## src/rtl/lsu_pkg.sv

```systemverilog
// Shared definitions for the load/store memory master: access-size codes,
// FSM state encoding and request classification helpers.
// Build option: define LSU_MISALIGN_TRAP_EN to report misaligned half/word
// accesses as errors. Without it, such addresses are force-aligned.
package lsu_pkg;

  localparam logic [1:0] SZ_B = 2'b00;
  localparam logic [1:0] SZ_H = 2'b01;
  localparam logic [1:0] SZ_W = 2'b10;

`ifdef LSU_MISALIGN_TRAP_EN
  localparam bit MISALIGN_TRAP = 1'b1;
`else
  localparam bit MISALIGN_TRAP = 1'b0;
`endif

  typedef enum logic [2:0] {
    ST_IDLE,
    ST_LOAD,
    ST_RMW_RD,
    ST_WRITE,
    ST_RESP
  } state_t;

  // A request errors on an illegal size, an out-of-range word index, or
  // (only when trapping is built in) a misaligned half/word address.
  function automatic logic lsu_req_err(input logic [1:0] size,
                                       input logic [1:0] lo,
                                       input logic       oob);
    logic misaligned;
    misaligned = ((size == SZ_H) && lo[0]) ||
                 ((size == SZ_W) && (lo != 2'b00));
    return (size == 2'b11) || oob || (MISALIGN_TRAP && misaligned);
  endfunction

  // Byte offset actually used inside the word: halves drop bit 0 and words
  // drop both bits, which is what force-alignment means.
  function automatic logic [1:0] lsu_eff_off(input logic [1:0] size,
                                             input logic [1:0] lo);
    logic [1:0] off;
    case (size)
      SZ_B:    off = lo;
      SZ_H:    off = {lo[1], 1'b0};
      default: off = 2'b00;
    endcase
    return off;
  endfunction

endpackage

```

## src/rtl/lsu_data_align.sv

```systemverilog
// Combinational lane logic shared by loads and sub-word stores: extracts and
// extends the addressed byte/half of a memory word, and builds the merged
// word for a read-modify-write.
module lsu_data_align
  import lsu_pkg::*;
(
  input  logic [31:0] word,
  input  logic [1:0]  off,
  input  logic [1:0]  size,
  input  logic        is_unsigned,
  input  logic [31:0] wdata,
  output logic [31:0] load_data,
  output logic [31:0] merged
);

  logic [7:0]  lane [4];
  logic [3:0]  lane_sel;
  logic [7:0]  lane_b;
  logic [15:0] lane_h;

  genvar gi;
  generate
    for (gi = 0; gi < 4; gi++) begin : g_lane
      localparam logic [1:0] LANE = 2'(gi);
      logic [7:0] src;

      assign lane[gi] = word[8*gi +: 8];
      assign lane_sel[gi] = ((size == SZ_B) && (off == LANE)) ||
                            ((size == SZ_H) && (off[1] == LANE[1])) ||
                            (size == SZ_W);

      // Store data byte feeding this lane: bytes always come from bits
      // [7:0], halves alternate between the two low store bytes.
      always_comb begin
        src = wdata[8*gi +: 8];
        if (size == SZ_B) begin
          src = wdata[7:0];
        end else if (size == SZ_H) begin
          src = wdata[8*(gi%2) +: 8];
        end
      end

      assign merged[8*gi +: 8] = lane_sel[gi] ? src : lane[gi];
    end
  endgenerate

  // Pick the addressed lane and widen it according to the signedness flag.
  always_comb begin
    lane_b = lane[off];
    lane_h = off[1] ? word[31:16] : word[15:0];
    case (size)
      SZ_B:    load_data = {{24{~is_unsigned & lane_b[7]}}, lane_b};
      SZ_H:    load_data = {{16{~is_unsigned & lane_h[15]}}, lane_h};
      default: load_data = word;
    endcase
  end

endmodule

```

## src/rtl/lsu_mem_master.sv

```systemverilog
// Load/store initiator for the word-wide data memory. One request at a time
// is accepted, executed (plain load, word write, or read-modify-write for
// sub-word stores) and answered with a single response.
// Build option: LSU_MISALIGN_TRAP_EN (see lsu_pkg) selects trap vs.
// force-align for misaligned half/word addresses.
module lsu_mem_master
  import lsu_pkg::*;
#(
  parameter int DEPTH  = 256,
  parameter int ADDR_W = 32
) (
  input  logic              clk,
  input  logic              rst,
  input  logic              req_valid,
  output logic              req_ready,
  input  logic              req_we,
  input  logic [1:0]        req_size,
  input  logic              req_unsigned,
  input  logic [ADDR_W-1:0] req_addr,
  input  logic [31:0]       req_wdata,
  output logic              rsp_valid,
  input  logic              rsp_ready,
  output logic [31:0]       rsp_rdata,
  output logic              rsp_err,
  output logic              mem_we,
  output logic [31:0]       mem_a,
  output logic [31:0]       mem_wd,
  input  logic [31:0]       mem_rd
);

  localparam int IDX_W = ADDR_W - 2;
  localparam logic [IDX_W-1:0] DEPTH_IDX = IDX_W'(DEPTH);

  state_t      state_reg, state_next;
  logic [1:0]  size_reg, size_next;
  logic        uns_reg, uns_next;
  logic [1:0]  off_reg, off_next;
  logic [31:0] wdata_reg, wdata_next;
  logic [31:0] mem_a_reg, mem_a_next;
  logic [31:0] mem_wd_reg, mem_wd_next;
  logic        mem_we_reg, mem_we_next;
  logic [31:0] rsp_rdata_reg, rsp_rdata_next;
  logic        rsp_err_reg, rsp_err_next;

  logic [IDX_W-1:0] req_idx;
  logic             acc_err;
  logic [31:0]      load_data;
  logic [31:0]      merged;

  assign req_idx = req_addr[ADDR_W-1:2];
  assign acc_err = lsu_req_err(req_size, req_addr[1:0], req_idx >= DEPTH_IDX);

  lsu_data_align u_align (
    .word        (mem_rd),
    .off         (off_reg),
    .size        (size_reg),
    .is_unsigned (uns_reg),
    .wdata       (wdata_reg),
    .load_data   (load_data),
    .merged      (merged)
  );

  // State and datapath registers; reset drops any access in flight.
  always_ff @(posedge clk or negedge rst) begin
    if (!rst) begin
      state_reg     <= ST_IDLE;
      size_reg      <= 2'b00;
      uns_reg       <= 1'b0;
      off_reg       <= 2'b00;
      wdata_reg     <= 32'h0;
      mem_a_reg     <= 32'h0;
      mem_wd_reg    <= 32'h0;
      mem_we_reg    <= 1'b0;
      rsp_rdata_reg <= 32'h0;
      rsp_err_reg   <= 1'b0;
    end else begin
      state_reg     <= state_next;
      size_reg      <= size_next;
      uns_reg       <= uns_next;
      off_reg       <= off_next;
      wdata_reg     <= wdata_next;
      mem_a_reg     <= mem_a_next;
      mem_wd_reg    <= mem_wd_next;
      mem_we_reg    <= mem_we_next;
      rsp_rdata_reg <= rsp_rdata_next;
      rsp_err_reg   <= rsp_err_next;
    end
  end

  // Next-state and next-register values. mem_we is registered, so it is
  // raised on the edge that enters WRITE and dropped on the edge leaving it.
  always_comb begin
    state_next     = state_reg;
    size_next      = size_reg;
    uns_next       = uns_reg;
    off_next       = off_reg;
    wdata_next     = wdata_reg;
    mem_a_next     = mem_a_reg;
    mem_wd_next    = mem_wd_reg;
    mem_we_next    = 1'b0;
    rsp_rdata_next = rsp_rdata_reg;
    rsp_err_next   = rsp_err_reg;

    case (state_reg)
      ST_IDLE: begin
        if (req_valid) begin
          size_next      = req_size;
          uns_next       = req_unsigned;
          off_next       = lsu_eff_off(req_size, req_addr[1:0]);
          wdata_next     = req_wdata;
          rsp_rdata_next = 32'h0;
          rsp_err_next   = acc_err;
          if (acc_err) begin
            // Errored requests never drive the memory port.
            state_next = ST_RESP;
          end else begin
            mem_a_next = 32'(req_idx);
            if (!req_we) begin
              state_next = ST_LOAD;
            end else if (req_size == SZ_W) begin
              mem_wd_next = req_wdata;
              mem_we_next = 1'b1;
              state_next  = ST_WRITE;
            end else begin
              state_next = ST_RMW_RD;
            end
          end
        end
      end
      ST_LOAD: begin
        rsp_rdata_next = load_data;
        state_next     = ST_RESP;
      end
      ST_RMW_RD: begin
        mem_wd_next = merged;
        mem_we_next = 1'b1;
        state_next  = ST_WRITE;
      end
      ST_WRITE: begin
        state_next = ST_RESP;
      end
      ST_RESP: begin
        if (rsp_ready) begin
          state_next = ST_IDLE;
        end
      end
      default: begin
        state_next = ST_IDLE;
      end
    endcase
  end

  assign req_ready = (state_reg == ST_IDLE);
  assign rsp_valid = (state_reg == ST_RESP);
  assign rsp_rdata = rsp_rdata_reg;
  assign rsp_err   = rsp_err_reg;
  assign mem_we    = mem_we_reg;
  assign mem_a     = mem_a_reg;
  assign mem_wd    = mem_wd_reg;

endmodule

```

## config.mk

```make
export PLATFORM = sky130hd
export DESIGN_NAME = lsu_mem_master
export DESIGN_NICKNAME = d
export VERILOG_FILES = /design/src/rtl/lsu_pkg.sv /design/src/rtl/lsu_data_align.sv /design/src/rtl/lsu_mem_master.sv
export SDC_FILE = /design/constraint.sdc
export NUM_CORES = 1
export LEC_CHECK = 0
export ABC_AREA = 0
export BUFFER_PORTS_ARGS = -buffer_cell sky130_fd_sc_hd__buf_2
export CORE_ASPECT_RATIO = 0.6
export CORE_MARGIN = 2
export CORE_UTILIZATION = 53
export CTS_CLUSTER_DIAMETER = 40
export DETAILED_ROUTE_END_ITERATION = 10
export PLACE_DENSITY = 0.87
export SYNTH_ARGS = -nofsm -noshare
export SYNTH_HDL_FRONTEND = slang
export SYNTH_HIERARCHICAL = 1
export SYNTH_SLANG_ARGS = --single-unit
```

## constraint.sdc

```tcl
create_clock -name clk -period 2.05 [get_ports clk]
set_input_delay 0.1025 -clock clk [delete_from_list [all_inputs] [get_ports clk]]
set_output_delay 0.1025 -clock clk [all_outputs]
set_load 0.02 [all_outputs]
```

; ---- After elaboration in Yosys (flattened, before gate mapping)
; Cells that the tools add are included.
[op_classes]
bitwise = 6
n_eq_ne = 17
n_reduce_logical = 27
order_cmp = 2
n_mux = 33
[ops]
columns = operator, n
row1 = one-hot mux 32 bit (2 select lines), 3
row2 = 2-to-1 mux 32 bit, 5
row3 = 2-to-1 mux 8 bit, 11
row4 = ">= comparator 30 x 9 -> 1 bit, second input constant", 1
row5 = binary-select mux 8 bit (select 2 bit), 1
row6 = 2-to-1 mux 16 bit, 1
row7 = one-hot mux 3 bit (4 select lines), 1
row8 = "== test 2 bit, second input constant", 5
row9 = logical OR 1 bit, 9
row10 = 2-to-1 mux 3 bit, 3
row11 = "== test 2 x 1 -> 1 bit, second input constant", 3
row12 = "== test 3 x 2 -> 1 bit, second input constant", 2
row13 = logical AND 1 bit, 6
row14 = logical NOT 2 bit, 3
row15 = "!= test 2 x 1 -> 1 bit, second input constant", 3
row16 = AND reduction 2 bit, 3
row17 = 2-to-1 mux 1 bit, 5
row18 = AND reduction 5 bit, 1
row19 = "!= test 2 bit, second input constant", 2
row20 = one-hot mux 2 bit (2 select lines), 1
row21 = nonzero test 2 bit, 2
row22 = "== test 3 x 1 -> 1 bit, second input constant", 1
row23 = "== test 3 bit, second input constant", 1
row24 = ">= comparator 3 bit, second input constant", 1
row25 = other kinds (8), 11
[totals]
regBits = 136
output_inout_bits = 100

; ---- Longest topological paths before layout
[logic_depth]
word_depth = 7
depth_mapped = 8
mapped_depth_nobuf = 6

; ---- Cells and area by module
; The synthesis kept the hierarchy.
[modules_own_cells]
columns = module, instances, area_per_inst_um2, cells_per_inst
row1 = lsu_mem_master, 1, 5660.4, 486
row2 = lsu_data_align, 1, 1580.3, 205

; ---- Least setup slack after synthesis
; No wires, ideal clock.
[synth_timing]
path_kind = reg2reg
start = register state_reg[2]
end = register mem_a_reg[1], in the netlist mem_a[1]
arrival_ns = 1.608
synth_period_minus_slack_ns = 1.735
required_time_ns = 1.923
path_stages_with_launch = 7
setup_slack_ns = 0.315
setup_time_ns = 0.127
cell_sequence = dfrtp_1 -> buf_2 -> or2_2 -> nor2_4 -> and3_4 -> buf_6 -> mux2_1
[synth_via]
elab_chain_cells = 2
[synth_rtl]
columns = element, line_no
row1 = "start, declared", lsu_mem_master.sv:34  ; state_t state_reg, state_next;
row2 = "start signal, assigned", lsu_mem_master.sv:77  ; state_reg <= state_next;
row3 = logical NOT 3 bit, lsu_mem_master.sv:104  ; case (state_reg)
row4 = AND reduction 3 bit (no source line), --
row5 = "end signal, assigned", lsu_mem_master.sv:82  ; mem_a_reg <= mem_a_next;
row6 = "end, declared", lsu_mem_master.sv:39  ; logic [31:0] mem_a_reg, mem_a_next;
; Every way passes these cells.
; A chain may end at the register's enable or synchronous reset.

; ---- Worst setup path after layout
[layout_timing]
start = register state_reg[0]
end = register wdata_reg[21]
[layout_via]
elab_chain_cells = 2
[layout_rtl]
columns = element, line_no
row1 = logical NOT 3 bit, lsu_mem_master.sv:104
row2 = AND reduction 2 bit (no source line), --
row3 = "end signal, assigned", lsu_mem_master.sv:81  ; wdata_reg <= wdata_next;
row4 = "end, declared", lsu_mem_master.sv:38  ; logic [31:0] wdata_reg, wdata_next;
; Every way passes these cells.

==> metrics.md <==
| Metric | Value |
|---|---|
| Status | completed |
| Fillers | 963 |
| Setup Crit Path Kind | reg2reg |
| Final Non-Filler Cells | 1122 |
| Stages on worst setup path | 4 |
| RSZ-0062 raised after global routing | no |
| WL per Instance | 20.8 µm |
| Aggregate negative setup slack | 0 ps |
| Global route overflow | 0 |
| Minimum clock period | 1950 ps |
| CP arrival | 2250 ps |
| Total CTS buffers | 17 |
| Commonest non-fill, non-tap cell in the layout | buf_2 |
| Commonest non-fill, non-tap cells in the layout | buf_2 (200), dfrtp_1 (134), nor2_1 (62) |
| Max_cap viols | 0 |
| Pleak | 4.87 nW |
| First-pass GRT wire length | 35700 µm |
| Clock power share | around two fifths |
| CTS sink count | 136 |
| Sequential share of power | 36.9% |
| Placed cell area | 8440 µm² |
| CTS tree | built |
| Crit path cell chain | or2_2 -> nor2_4 -> buf_4 -> mux2_2 |
| Pins over their slew limit | 0 |
| CP startpoint | state_reg[0]$_DFFE_PN0P_ |
| Worst path top cell family by delay | simple AND/OR/NAND/NOR gates |
| Top_reg_cell synth | dfrtp_1 |
| Synthesized flop and latch total | 136 |
| Crit end category | flop |
| Crit path max-delay cell type | dfrtp_1 |
| Power Dens Cells | 867 nW/µm² |
| Sequential cell area | 3410 µm² |
| Worst r2r path cells | 4 |
| Final setup skew | 6.21 ps |
| Share of the yosys chip area belonging to registers | a little under half |
| Top Ports | 204 |
| Root Driver | clkbuf_16 |
| Layout cells sized above 1 | between 30% and 40% |
| Psw | 2.67 mW |
| Period utilization | 95.0% |
| Slew @ Worst Pin | 750 ps |
| Vias in the first global route | between 6000 and 7000 |
| Initial antenna violation count | 2 |
| # placed instances | 1037 |
| Number of synthesized flops with an enable pin | 0 |
| Site Rows | 33 |
| Req. time, crit path | 2360 ps |
| Gate Count Post-Synth | 691 |
| Clk_lat worst skew | 430 ps |
| Initial core utilization | 53.6% |
| Buffers and inverters on the worst path | 1 |
| Combinational power share | ~25% |
| Cell variety after synth | 54 |
| Via count | 6875 |
| Clock slew at reported path FFs | 60 ps |
| Design area | between 9000 and 10000 µm² |
| Max_slew headroom | between 40% and 50% |
| Final Net Count | 1036 |
| Area delta synth->final | 32.0% |
| DIE WIDTH | ~150 µm |
| Hold Path Class | in2reg |
| Max VDD drop | 0.710 mV |
| Gp weighted congestion | a little over 0.9 |
| Critical path endpoint | wdata_reg[21]$_DFFE_PN0P_ |
| Post-Syn Area | 7240 µm² |
| Number of port buffers | 201 |
| Crit path max fanout | 32 |
| TritonRoute pass-1 iters | 6 |
| Via density | between 6 and 7 |
| Final hold violation count | 0 |
| Overall global routing resource usage | 31.8% |
| DP HPWL | around 16000 µm |
| Number of remaining DRC errors | 0 |
| H-tree levels | 4 |
| RR Endpoint | wdata_reg[21]$_DFFE_PN0P_ |
| Max Buffers Root-to-Sink | 2 |
| Switching part of the total power | about 32% |
| Final antenna-violating net count | 0 |
| CP peak stage delay | 440 ps |
| Avg Inst Size Synth | 10.5 µm² |
| R2r setup slk | between 100 and 150 ps |
| Multi-input logic area | 3470 µm² |
| Cell Int Power | 5.62 mW |
| Largest net degree at the start of global routing | 54 |
| Core footprint | 13500 µm² |
| Hold wc startpoint | req_size[1] |
| Post-Route WL | 23300 µm |
| Fmax | 513 MHz |
| Synth async-reset ratio | 100% |
| CP Launch Type | flop |
| Worst r2r src | state_reg[0]$_DFFE_PN0P_ |
| Die area | 14600 µm² |
| Setup Viol. Count Final | 0 |
| YS warnings | 6 |
| Die H | 94.5 µm |
| DR iter-0 viols | 715 |
## power by group through the flow
stage / logic, mW / registers [mW] / clock network (mW)
after floorplan: 1.42 / 2.99 / 0
after global routing: 2.21 / 3.07 / 3.28
final: 2.07 / 3.06 / 3.15
after CTS: 1.96 / 3.04 / 3.16
after detailed placement: 1.87 / 3.09 / 0
after global placement: 1.83 / 3.08 / 0
## repair_timing
item                                    in CTS  in global routing
setup buffers                                0                  5
endpoints found under the setup margin       0                 35
hold buffers                                46                  0
gates resized for setup                      0                  3
endpoints found under the hold margin       94                  0
## area by class of cell
type	instances	area share, %
Timing Repair Buffer	283	19.2
Antenna cell	2	0.0524
Clock buffer	17	4.45
Multi-Input combinational cell	489	36.4
Tap cell	175	2.29
Clock inverter	15	1.83
Inverter	5	0.196
Sequential cell	136	35.6
## logic make-up after synthesis
family / after synthesis / synth area share, %
DFF: 136 / 47.0
muxes: 87 / 13.9
buffers and inverters: 67 / 5.25
other: 1 / 0.0518
and+or+nand+nor: 183 / 13.8
AOI/OAI and AO/OA: 217 / 20.1
## layer usage
metal / global-route usage (%) / wire length, µm / up-vias
met1: 44.8 / 9690 / 3350
li1: - / - / 2997
met3: 9.64 / 2860 / 56
met5: 0 / 0 / -
met4: 10.5 / 547 / 0
met2: 47.3 / 10200 / 472
## worst register-to-register path, cell delays in order, from the launching register on
cell and delay, ps:
dfrtp_1 440, or2_2 360, nor2_4 180, buf_4 420, mux2_2 430
## Yosys cell counts, types with 5 or more instances
cell type	instances	share of area [%]
nor4_1	6	0.52
mux2_4	9	1.9
inv_1	5	0.26
mux2_1	8	1.2
nor2b_1	41	3.5
a31oi_1	33	2.9
dfrtp_1	136	47
buf_2	24	1.7
o21ai_0	51	3.5
a21oi_1	51	3.5
o21a_1	8	0.83
a221o_1	7	0.97
o22a_1	6	0.73
mux2i_1	17	2.4
buf_6	6	0.93
clkbuf_1	22	1.1
a22o_1	38	4.6
buf_4	6	0.62
o21ai_2	10	1.2
nor2_1	63	3.3
mux2_2	52	8.1
nand2_1	17	0.88
and3_1	32	2.8
## how the worst min path moves through the flow
stage                                    endpoint  slack, ps  depth (start not counted)
after global routing      size_reg[0]$_DFFE_PN0P_         20                          2
after global placement     mem_wd[18]$_DFFE_PN0P_         90                          1
after floorplan              mem_a[0]$_DFFE_PN0P_       -190                          0
final                     size_reg[1]$_DFFE_PN0P_         20                          2
after CTS                 size_reg[0]$_DFFE_PN0P_         10                          2
after detailed placement   mem_wd[18]$_DFFE_PN0P_         90                          1
## per-stage QoR
| stage | util, % | hold slack (ps) | setup slack (ps) | total power, mW |
|---|---|---|---|---|
| after detailed placement | 62.5 | 93.9 | 74.5 | 4.96 |
| after floorplan | - | -193 | 315 | 4.41 |
| after global placement | 62.5 | 87.0 | 166 | 4.91 |
| after CTS | 70.4 | 9.66 | 39.5 | 8.16 |
| final | 70.8 | 19.4 | 102 | 8.28 |
| after global routing | 70.7 | 18.8 | 7.68 | 8.56 |
(Power assumes the default switching activity.)
